`src/rtl/elastic_pipeline.sv`:
```
// elastic_pipeline: valid/ready register pipeline with bubble collapsing, optional per-stage
// skid buffers (fully registered ready path), synchronous flush and a live occupancy count.
module elastic_pipeline #(
  parameter int DATA_WIDTH = 8,
  parameter int NUM_STAGES = 2,
  parameter int SKID       = 0,
  localparam int CAP       = NUM_STAGES * (1 + SKID),
  localparam int OCC_W     = $clog2(CAP + 1)
) (
  input  logic                  CLK,
  input  logic                  RST,
  input  logic                  FLUSH,
  input  logic                  S_VALID,
  output logic                  S_READY,
  input  logic [DATA_WIDTH-1:0] S_DATA,
  output logic                  M_VALID,
  input  logic                  M_READY,
  output logic [DATA_WIDTH-1:0] M_DATA,
  output logic [OCC_W-1:0]      OCCUPANCY
);

  logic                  clear;
  logic [NUM_STAGES-1:0] main_valid;
  logic [NUM_STAGES-1:0] skid_valid;
  logic [NUM_STAGES:0]   ready;
  logic [DATA_WIDTH-1:0] main_data [NUM_STAGES];
  logic [NUM_STAGES-1:0] up_valid;
  logic [DATA_WIDTH-1:0] up_data [NUM_STAGES];
  logic [OCC_W-1:0]      occ_next;

  assign clear = RST || FLUSH;

  genvar gi;
  generate
    for (gi = 0; gi < NUM_STAGES; gi++) begin : g_up
      if (gi == 0) begin : g_head
        assign up_valid[gi] = S_VALID;
        assign up_data[gi]  = S_DATA;
      end else begin : g_link
        assign up_valid[gi] = main_valid[gi-1];
        assign up_data[gi]  = main_data[gi-1];
      end
    end

    if (SKID == 0) begin : g_plain
      assign skid_valid = '0;

      // An empty stage always accepts, so the ready chain lets bubbles collapse.
      always_comb begin
        ready[NUM_STAGES] = M_READY;
        for (int i = NUM_STAGES - 1; i >= 0; i--) begin
          ready[i] = !main_valid[i] || ready[i+1];
        end
      end

      for (gi = 0; gi < NUM_STAGES; gi++) begin : g_stage
        logic                  valid_reg;
        logic [DATA_WIDTH-1:0] data_reg;

        always_ff @(posedge CLK) begin
          if (RST) begin
            valid_reg <= 1'b0;
            data_reg  <= '0;
          end else if (FLUSH) begin
            valid_reg <= 1'b0;
          end else if (ready[gi]) begin
            valid_reg <= up_valid[gi];
            if (up_valid[gi]) begin
              data_reg <= up_data[gi];
            end
          end
        end

        assign main_valid[gi] = valid_reg;
        assign main_data[gi]  = data_reg;
      end
    end else begin : g_skid
      // Each stage's ready is just its empty skid slot, so nothing chains combinationally.
      assign ready = {M_READY, ~skid_valid};

      for (gi = 0; gi < NUM_STAGES; gi++) begin : g_stage
        logic                  main_valid_reg;
        logic                  skid_valid_reg;
        logic [DATA_WIDTH-1:0] main_data_reg;
        logic [DATA_WIDTH-1:0] skid_data_reg;
        logic                  accept;

        assign accept = up_valid[gi] && !skid_valid_reg;

        always_ff @(posedge CLK) begin
          if (RST) begin
            main_valid_reg <= 1'b0;
            skid_valid_reg <= 1'b0;
            main_data_reg  <= '0;
            skid_data_reg  <= '0;
          end else if (FLUSH) begin
            main_valid_reg <= 1'b0;
            skid_valid_reg <= 1'b0;
          end else if (!main_valid_reg || ready[gi+1]) begin
            main_valid_reg <= skid_valid_reg || accept;
            skid_valid_reg <= 1'b0;
            if (skid_valid_reg) begin
              main_data_reg <= skid_data_reg;
            end else if (accept) begin
              main_data_reg <= up_data[gi];
            end
          end else if (accept) begin
            skid_data_reg  <= up_data[gi];
            skid_valid_reg <= 1'b1;
          end
        end

        assign main_valid[gi] = main_valid_reg;
        assign skid_valid[gi] = skid_valid_reg;
        assign main_data[gi]  = main_data_reg;
      end
    end
  endgenerate

  always_comb begin
    occ_next = '0;
    for (int i = 0; i < NUM_STAGES; i++) begin
      occ_next = occ_next + OCC_W'(main_valid[i]) + OCC_W'(skid_valid[i]);
    end
  end

  // Gating both handshake outputs during clear guarantees no transfer in that cycle.
  assign S_READY   = ready[0] && !clear;
  assign M_VALID   = main_valid[NUM_STAGES-1] && !clear;
  assign M_DATA    = main_data[NUM_STAGES-1];
  assign OCCUPANCY = occ_next;

endmodule
```
`config.mk`:
```
export PLATFORM = sky130hd
export DESIGN_NAME = elastic_pipeline
export DESIGN_NICKNAME = d
export VERILOG_FILES = /design/src/rtl/elastic_pipeline.sv
export SDC_FILE = /design/constraint.sdc
export NUM_CORES = 1
export LEC_CHECK = 0
export ABC_AREA = 0
export CAP_MARGIN = 10
export CORE_MARGIN = 5
export CORE_UTILIZATION = 40
export DETAILED_ROUTE_END_ITERATION = 6
export PLACE_DENSITY = 0.72
export SLEW_MARGIN = 20
export SYNTH_ARGS = -nofsm -noshare
export SYNTH_HDL_FRONTEND = slang
export SYNTH_SLANG_ARGS = --single-unit
```
`constraint.sdc`:
```
create_clock -name CLK -period 3.31 [get_ports CLK]
set_clock_uncertainty 0.05 [all_clocks]
set_input_delay 0.662 -clock CLK [delete_from_list [all_inputs] [get_ports CLK]]
set_output_delay 0.662 -clock CLK [all_outputs]
set_load 0.05 [all_outputs]
```
; ---- Yosys cells after proc, flatten, opt, wreduce, memory -nomap -nowiden
; Cells that the tools add are included.
[word_totals]
register_bits = 18
output_inout_bits = 12
elab_cells = 17
[op_classes]
add_sub_neg = 1
n_bitwise = 1
reduce_logical = 11
[op_table]
columns = operator, n
row1 = 3-bit AND reduction, 2
row2 = 1-bit logical NOT, 3
row3 = 1-bit logical OR, 3
row4 = 1-bit by 1-bit adder with 2-bit output, 1
row5 = 1-bit logical AND, 2
row6 = 2-bit OR reduction, 1
row7 = 1-bit inverter, 1

; ---- Logic depth before layout (Yosys ltp)
; Gate-level depths: netlist (run 1).
[logic_depth]
word_depth = 4
depth_mapped = 4
depth_no_buf = 3

; ---- Least setup slack after synthesis (run 1)
; OpenSTA, ideal clock, no wires.
[synth_timing]
kind = input-to-output
startpoint = input port RST
endpoint = output port S_READY
arrival_time_ps = 2156
setup_slack_ps = 442
cell_stages = 3
path_cell_list = clkbuf_1 > buf_2 > a211oi_1
[synth_via]
elab_chain_cells = 3
[synth_lines]
columns = element, line_no
row1 = "start, declared", 11  ; input logic RST,
row2 = 1-bit logical OR, 31  ; assign clear = RST || FLUSH;
row3 = 1-bit logical NOT, 128  ; assign S_READY = ready[0] && !clear;
row4 = 1-bit logical AND, 128
row5 = "end, declared", 14  ; output logic S_READY,
; No other way between the ends.

; ---- Worst setup path after layout (run 1)
[layout_timing]
startpoint = input port M_READY
endpoint = output port S_READY
[layout_via]
elab_chain_cells = 3
[layout_lines]
columns = element, line_no
row1 = "start, declared", 17  ; input logic M_READY,
row2 = 1-bit logical OR (2 in a row), 52  ; ready[i] = !main_valid[i] || ready[i+1];
row3 = 1-bit logical AND, 128
; No other way between the ends.

==> summary.txt, run 1 <==
Synthesis
  • Commonest cells post-synth: 18 x dfxtp_1, 18 x nand2b_1, 9 x a21oi_1
  • Mapped Cells: 85
  • Top cells by area, synth: dfxtp_1 45%, nand2b_1 14%, mux2i_1 10%, a21oi_1 5.6%, nand3_1 5.0%
  • Ys flop type: dfxtp_1
  • Synth Register Bits: 18
  • Asr flop ratio synth: 0%
  • Ys Warns: 0
  • Number of flops mapped to enable cells by yosys: 0
  • Top cell type's share of synthesized area: between 40% and 50%
  • Sequential-to-total area share from yosys stat: 44.8%
  • Distinct cells, synth: 18
  • Syn Nets: 99
  • Cell area after synthesis: 805 um2
  • Cell taking the most area after synthesis: dfxtp_1
  • Syn Area/Cell: 9.46 um2

STA
  • Post-layout min period: 2590 ps
  • Setup violations, final: 0
  • Max-slew violation count: 0
  • Final Cycle Share: 78.1%
  • Final-report hold violation count: 0
  • TNS Setup: 0 ps
  • FMAX: between 300 and 400 MHz
  • RSZ-0062 raised after global routing: no
  • Slew HR: 66.6%
  • Worst slew pin tran: ~500 ps

Floorplanning
  • Initial Util: 41.4%
  • Ports: 25
  • DIE WIDTH: roughly 55 um
  • Die height: about 55 um
  • Core ar.: 0.00194 mm2
  • Site row count: 16
  • DIE AREA: 0.00301 mm2

Finish
  • Fin nets: 123
  • Final core occ: 57.1%
  • Layout Cells excl Fill: 135
  • Fill cell count: 196
  • Synth-to-Final Area Change: 37.8%
  • Antenna Cells: 0
  • Layout cell share with drive strength beyond 1: under 10%

Critical path
  • Startpoint Class: primary input
  • Worst EP required: 2600 ps
  • CP arrival: 1870 ps
  • Maximum net fanout on the critical path: 12
  • Worst setup endpoint: S_READY
  • R2R Setup Slk: 2090 ps
  • FF-to-FF Start: g_plain.g_stage[1].valid_reg
  • Worst Setup End Kind: output pin
  • Reg2reg path depth: 3
  • Setup crit start: M_READY
  • Critical path type: in -> out
  • Critical R2R Capture: g_plain.g_stage[0].data_reg[6]

Drt
  • Pre-antenna DRT Iters: 4
  • # DRC: 0
  • Iteration-0 DRC count of the detailed router: 12
  • Via density: around 5.0
  • Routed vias: 669
  • Antenna Nets Post-Route: 0
  • Detailed-route wire length per cell: 11.7 um
  • Total Wirelength: 1.58 mm

Clock network
  • # H-tree levels: 1
  • CTS sink cnt: 18
  • Post-CTS Setup Inserts: 0
  • CTS tree: yes
  • CTS clk-pin slew, worst paths: 100 ps
  • Worst skew pair latency: 280 ps
  • Hold Buf Count CTS: 0
  • TritonCTS buffer count: 3
  • CTS root buf: clkbuf_4
  • CTS Buffer Depth: 2
  • CTS-repair resized insts: 0

Placement
  • RePlAce Congestion: 0.774
  • Dpl cells: 131
  • DP Wirelength: 1.21 mm
  • I/O Buffers: 24

Global route
  • GR Layer Usage met3: 4.09%
  • M2 GR Usage: 18.5%
  • Top Usage Layer GRT: met2
  • Met1 Usage GRT: 15.3%
  • Initial antenna violation count: 0
  • Number of global-route vias before repair: 614
  • Pin count of the biggest net entering global routing: 27
  • GR Util All Layers: between 10% and 20%
  • GRT overflow: 0
  • First-pass GRT wire length: 2.58 mm

Power and ir drop
  • Worst IR Drop VDD: approximately 0.22 mV
  • P_leak: 0.387 nW
  • Pwr Total: 0.414 mW
  • PwrDens: 373 mW/mm2

Outcome
  • Status: finished clean

Min path
  • Worst Hold Class: reg -> reg

Run
  • Max-Cap Viols: 0
[layout by cell type, fill, tap and decap left out]
cell	n
a211oi_1	1
a21oi_1	9
a21oi_4	1
and2b_1	1
buf_12	2
buf_4	1
clkbuf_4	3
clkbuf_8	1
clkdlybuf4s50_1	22
dfxtp_1	18
ha_1	1
mux2i_1	8
nand2b_1	18
nand2b_4	1
nand3_1	8
nor2_1	1
nor2b_4	1
nor3_1	2
nor3b_1	1
o21ai_0	8
[stage by stage]
step	hold slack [ps]	instance area [um2]	setup slack [ps]
after floorplan	393	805	442
after global placement	410	1070	752
after detailed placement	416	1070	715
after CTS	430	1110	706
after global routing	453	1110	661
final	422	1110	724
[area by class of cell]
cell class / count / area, um2 / share of cell area [%]
sequential: 18 / 360 / 32.5
clock buffer: 4 / 36.3 / 3.27
tap: 27 / 33.8 / 3.05
timing repair buffer: 25 / 268 / 24.2
multi-input combinational: 61 / 410 / 37.0
[worst max-delay path: stages]
cell	delay [ps]
clkdlybuf4s50_1	520
nor2b_4	90
a211oi_1	400
buf_12	190
[per-layer routing]
layer  vias to the layer above  share of wire (%)  routed length, um
met4                         0                1.0                 16
met1                       298                 47                740
met5                         -                  0                  0
met3                         4                7.8                124
met2                        28                 44                700
li1                        339                  -                  -
[worst min-delay path by stage]
stage                                endpoint  depth (start not counted)  slack, ps                            from
6_report                            M_DATA[0]                          2        420  g_plain.g_stage[0].data_reg[0]
3_3_place_gp                        M_DATA[6]                          2        410  g_plain.g_stage[0].data_reg[6]
3_5_place_dp                        M_DATA[0]                          2        420  g_plain.g_stage[0].data_reg[0]
4_1_cts                             M_DATA[0]                          2        430  g_plain.g_stage[0].data_reg[0]
2_1_floorplan                       M_DATA[0]                          2        390  g_plain.g_stage[0].data_reg[0]
5_1_grt        g_plain.g_stage[0].data_reg[7]                          2        450  g_plain.g_stage[0].data_reg[7]
[power by group]
part	leakage [nW]	switching, mW	internal (mW)
logic	0.219	0.0255	0.0301
registers	0.146	0.00427	0.223
clock network	0.0210	0.0643	0.0670
[cell families (layout without fill, tap and decap cells)]
| group | count (synthesis) | in the layout | synth area share, % |
|---|---|---|---|
| and+or+nand+nor | 33 | 33 | 26.0 |
| AOI/OAI and AO/OA | 19 | 19 | 13.5 |
| DFF | 18 | 18 | 44.8 |
| muxes | 8 | 8 | 9.95 |
| buffers and inverters | 6 | 29 | 4.20 |
| adders and majority gates | 1 | 1 | 1.55 |
(Power assumes the default switching activity.)
==> run 2, diff against run 1 <==
--- a/config.mk
+++ b/config.mk
@@ -10,7 +10,7 @@
 export CORE_MARGIN = 5
 export CORE_UTILIZATION = 40
 export DETAILED_ROUTE_END_ITERATION = 6
-export PLACE_DENSITY = 0.72
+export PLACE_DENSITY = 0.75
 export SLEW_MARGIN = 20
 export SYNTH_ARGS = -nofsm -noshare
 export SYNTH_HDL_FRONTEND = slang
==> constraint.sdc (replaced) <==
create_clock -name CLK -period 2.2 [get_ports CLK]
set_clock_uncertainty 0.05 [all_clocks]
set_input_delay 0.44 -clock CLK [delete_from_list [all_inputs] [get_ports CLK]]
set_output_delay 0.44 -clock CLK [all_outputs]
set_load 0.05 [all_outputs]
==> summary.txt, run 2 (synthesized netlist as in run 1, its figures left out) <==
Critical path
  • Top delay family on crit path: buffers and inverters (unchanged)
  • R2R Setup Slk: 990 ps (was 2090 ps)
  • FF-to-FF Start: g_plain.g_stage[1].valid_reg (unchanged)
  • Setup crit start: M_READY (unchanged)
  • Reg2reg path depth: 3 (unchanged)
  • Buf/Inv on CP: 2 (unchanged)
  • Worst setup endpoint: S_READY (unchanged)
  • Startpoint Class: primary input (unchanged)
  • Worst EP required: 1710 ps (was 2600 ps)
  • Critical R2R Capture: g_plain.g_stage[0].data_reg[1] (was g_plain.g_stage[0].data_reg[6])
  • Critical path cell sequence: clkdlybuf4s50_1 > nor2b_4 > a211oi_2 > buf_12 (was clkdlybuf4s50_1 > nor2b_4 > a211oi_1 > buf_12)
  • Maximum net fanout on the critical path: 12 (unchanged)
  • Max incr delay on CP: 520 ps (about the same)
  • CP arrival: 1530 ps (was 1870 ps)
  • Critical path type: in -> out (unchanged)
  • CP max-delay cell: clkdlybuf4s50_1 (unchanged)
  • Worst Setup End Kind: output pin (unchanged)
  • Logic depth of the worst path, buffers included: 4 (unchanged)

Drt
  • Routed vias: 628 (was 669)
  • Total Wirelength: 1.54 mm (was 1.58 mm)
  • # DRC: 0 (unchanged)
  • Via density: 4.69 (was 4.96)
  • Antenna Nets Post-Route: 0 (unchanged)
  • Iteration-0 DRC count of the detailed router: 15 (was 12)
  • Detailed-route wire length per cell: 11.5 um (was 11.7 um)
  • Pre-antenna DRT Iters: 4 (unchanged)

Floorplanning
  • Initial Util: 41.4% (unchanged)
  • Site row count: 16 (unchanged)
  • Ports: 25 (unchanged)
  • Die height: 54.8 um (unchanged)
  • DIE AREA: 0.00301 mm2 (unchanged)
  • Core ar.: 0.00194 mm2 (unchanged)
  • DIE WIDTH: 54.8 um (unchanged)

Clock network
  • CTS-repair resized insts: 0 (unchanged)
  • CTS sink cnt: 18 (unchanged)
  • CTS Buffer Depth: 2 (unchanged)
  • CTS clk-pin slew, worst paths: 90 ps (was 100 ps)
  • CTS tree: yes (unchanged)
  • # H-tree levels: 1 (unchanged)
  • Worst skew pair latency: 280 ps (about the same)
  • Hold Buf Count CTS: 0 (unchanged)
  • TritonCTS buffer count: 3 (unchanged)
  • CTS root buf: clkbuf_4 (unchanged)
  • Post-CTS Setup Inserts: 0 (unchanged)

Global route
  • Number of global-route vias before repair: 582 (was 614)
  • GR Util All Layers: 12.0% (was 12.1%)
  • GRT overflow: 0 (unchanged)
  • First-pass GRT wire length: 2.57 mm (was 2.58 mm)
  • Initial antenna violation count: 0 (unchanged)
  • Pin count of the biggest net entering global routing: 27 (unchanged)

Power and ir drop
  • Worst IR Drop VDD: 0.269 mV (was 0.225 mV)
  • Pwr Total: 0.579 mW (was 0.414 mW)
  • P_leak: 0.385 nW (was 0.387 nW)
  • PwrDens: 527 mW/mm2 (was 373 mW/mm2)

Finish
  • Most common cell after layout, fill and taps aside: clkdlybuf4s50_1 (unchanged)
  • Final core occ: 56.6% (was 57.1%)
  • Highest-count cells in the layout ignoring fill and taps: 20 x clkdlybuf4s50_1, 18 x dfxtp_1, 18 x nand2b_1 (was 22 x clkdlybuf4s50_1, 18 x dfxtp_1, 18 x nand2b_1)
  • Synth-to-Final Area Change: 36.7% (was 37.8%)
  • Fin nets: 123 (unchanged)
  • Antenna Cells: 0 (unchanged)
  • Layout cell share with drive strength beyond 1: 12.1% (was 9.26%)

STA
  • Worst slew pin tran: 498 ps (was 500 ps)
  • Final-report hold violation count: 0 (unchanged)
  • Slew HR: 66.7% (was 66.6%)
  • RSZ-0062 raised after global routing: no (unchanged)
  • Max-slew violation count: 0 (unchanged)
  • TNS Setup: 0 ps (unchanged)
  • FMAX: a little under 500 MHz
  • Post-layout min period: 2020 ps
  • Final Cycle Share: 91.7%
  • Setup violations, final: 0 (unchanged)

Run
  • Max-Cap Viols: 0 (unchanged)

Placement
  • I/O Buffers: 24 (unchanged)
  • RePlAce Congestion: 0.719 (was 0.774)
  • DP Wirelength: 1.18 mm (was 1.21 mm)

Outcome
  • Status: finished clean (unchanged)

Min path
  • Worst Hold Class: reg -> reg (unchanged)
==> run 2: changes by cell type in the layout (fill, tap and decap cells not counted), sizes merged <==
cell           delta
buf               +2
clkdlybuf4s50     -2
clkbuf            -1
==> run 2: layout make-up <==
class | count | area (um2)
tap | 27 | 33.8
clock buffer | 3 | 22.5
fill | 186 | 842
multi-input combinational | 61 | 420
sequential | 18 | 360
timing repair buffer | 25 | 263
==> run 2: worst min path at each step <==
stage	slack, ps	startpoint	end	cells past startpoint
floorplan	390	g_plain.g_stage[0].data_reg[0]	M_DATA[0]	2
global placement	410	g_plain.g_stage[0].data_reg[1]	M_DATA[1]	2
detailed placement	410	g_plain.g_stage[0].data_reg[0]	g_plain.g_stage[0].data_reg[0]	2
CTS	430	g_plain.g_stage[0].data_reg[2]	M_DATA[2]	2
global route	450	g_plain.g_stage[0].data_reg[0]	M_DATA[0]	2
finish	430	g_plain.g_stage[0].data_reg[2]	M_DATA[2]	2
==> run 2: worst register-to-register path, stage by stage (launching register included) <==
cell,delay (ps)
dfxtp_1,340
nor2b_4,180
a21oi_4,350
mux2i_1,220
==> run 2: power by group <==
group	switching, mW	total (mW)	internal (mW)
Sequential	0.00669	0.342	0.335
Combinational	0.0383	0.0835	0.0452
Clock	0.0904	0.154	0.0635
Total	0.135	0.579	0.444
==> run 2: per-layer routing <==
| layer | part of all wire, % | vias up | track usage, % |
|---|---|---|---|
| met2 | 44 | 14 | 16.9 |
| met1 | 50 | 273 | 16.1 |
| met5 | 0 | - | 0 |
| met3 | 4.1 | 4 | 3.54 |
| met4 | 1.8 | 0 | 6.22 |
| li1 | - | 337 | - |
==> run 2: through the flow <==
stage                     worst slack, ps  std cells  hold WS, ps  area (um2)
after floorplan                       250         85          393         815
after global placement                196        131          411        1080
after detailed placement              179        131          414        1080
after CTS                             176        134          431        1100
after global routing                  126        134          452        1100
final                                 183        134          426        1100
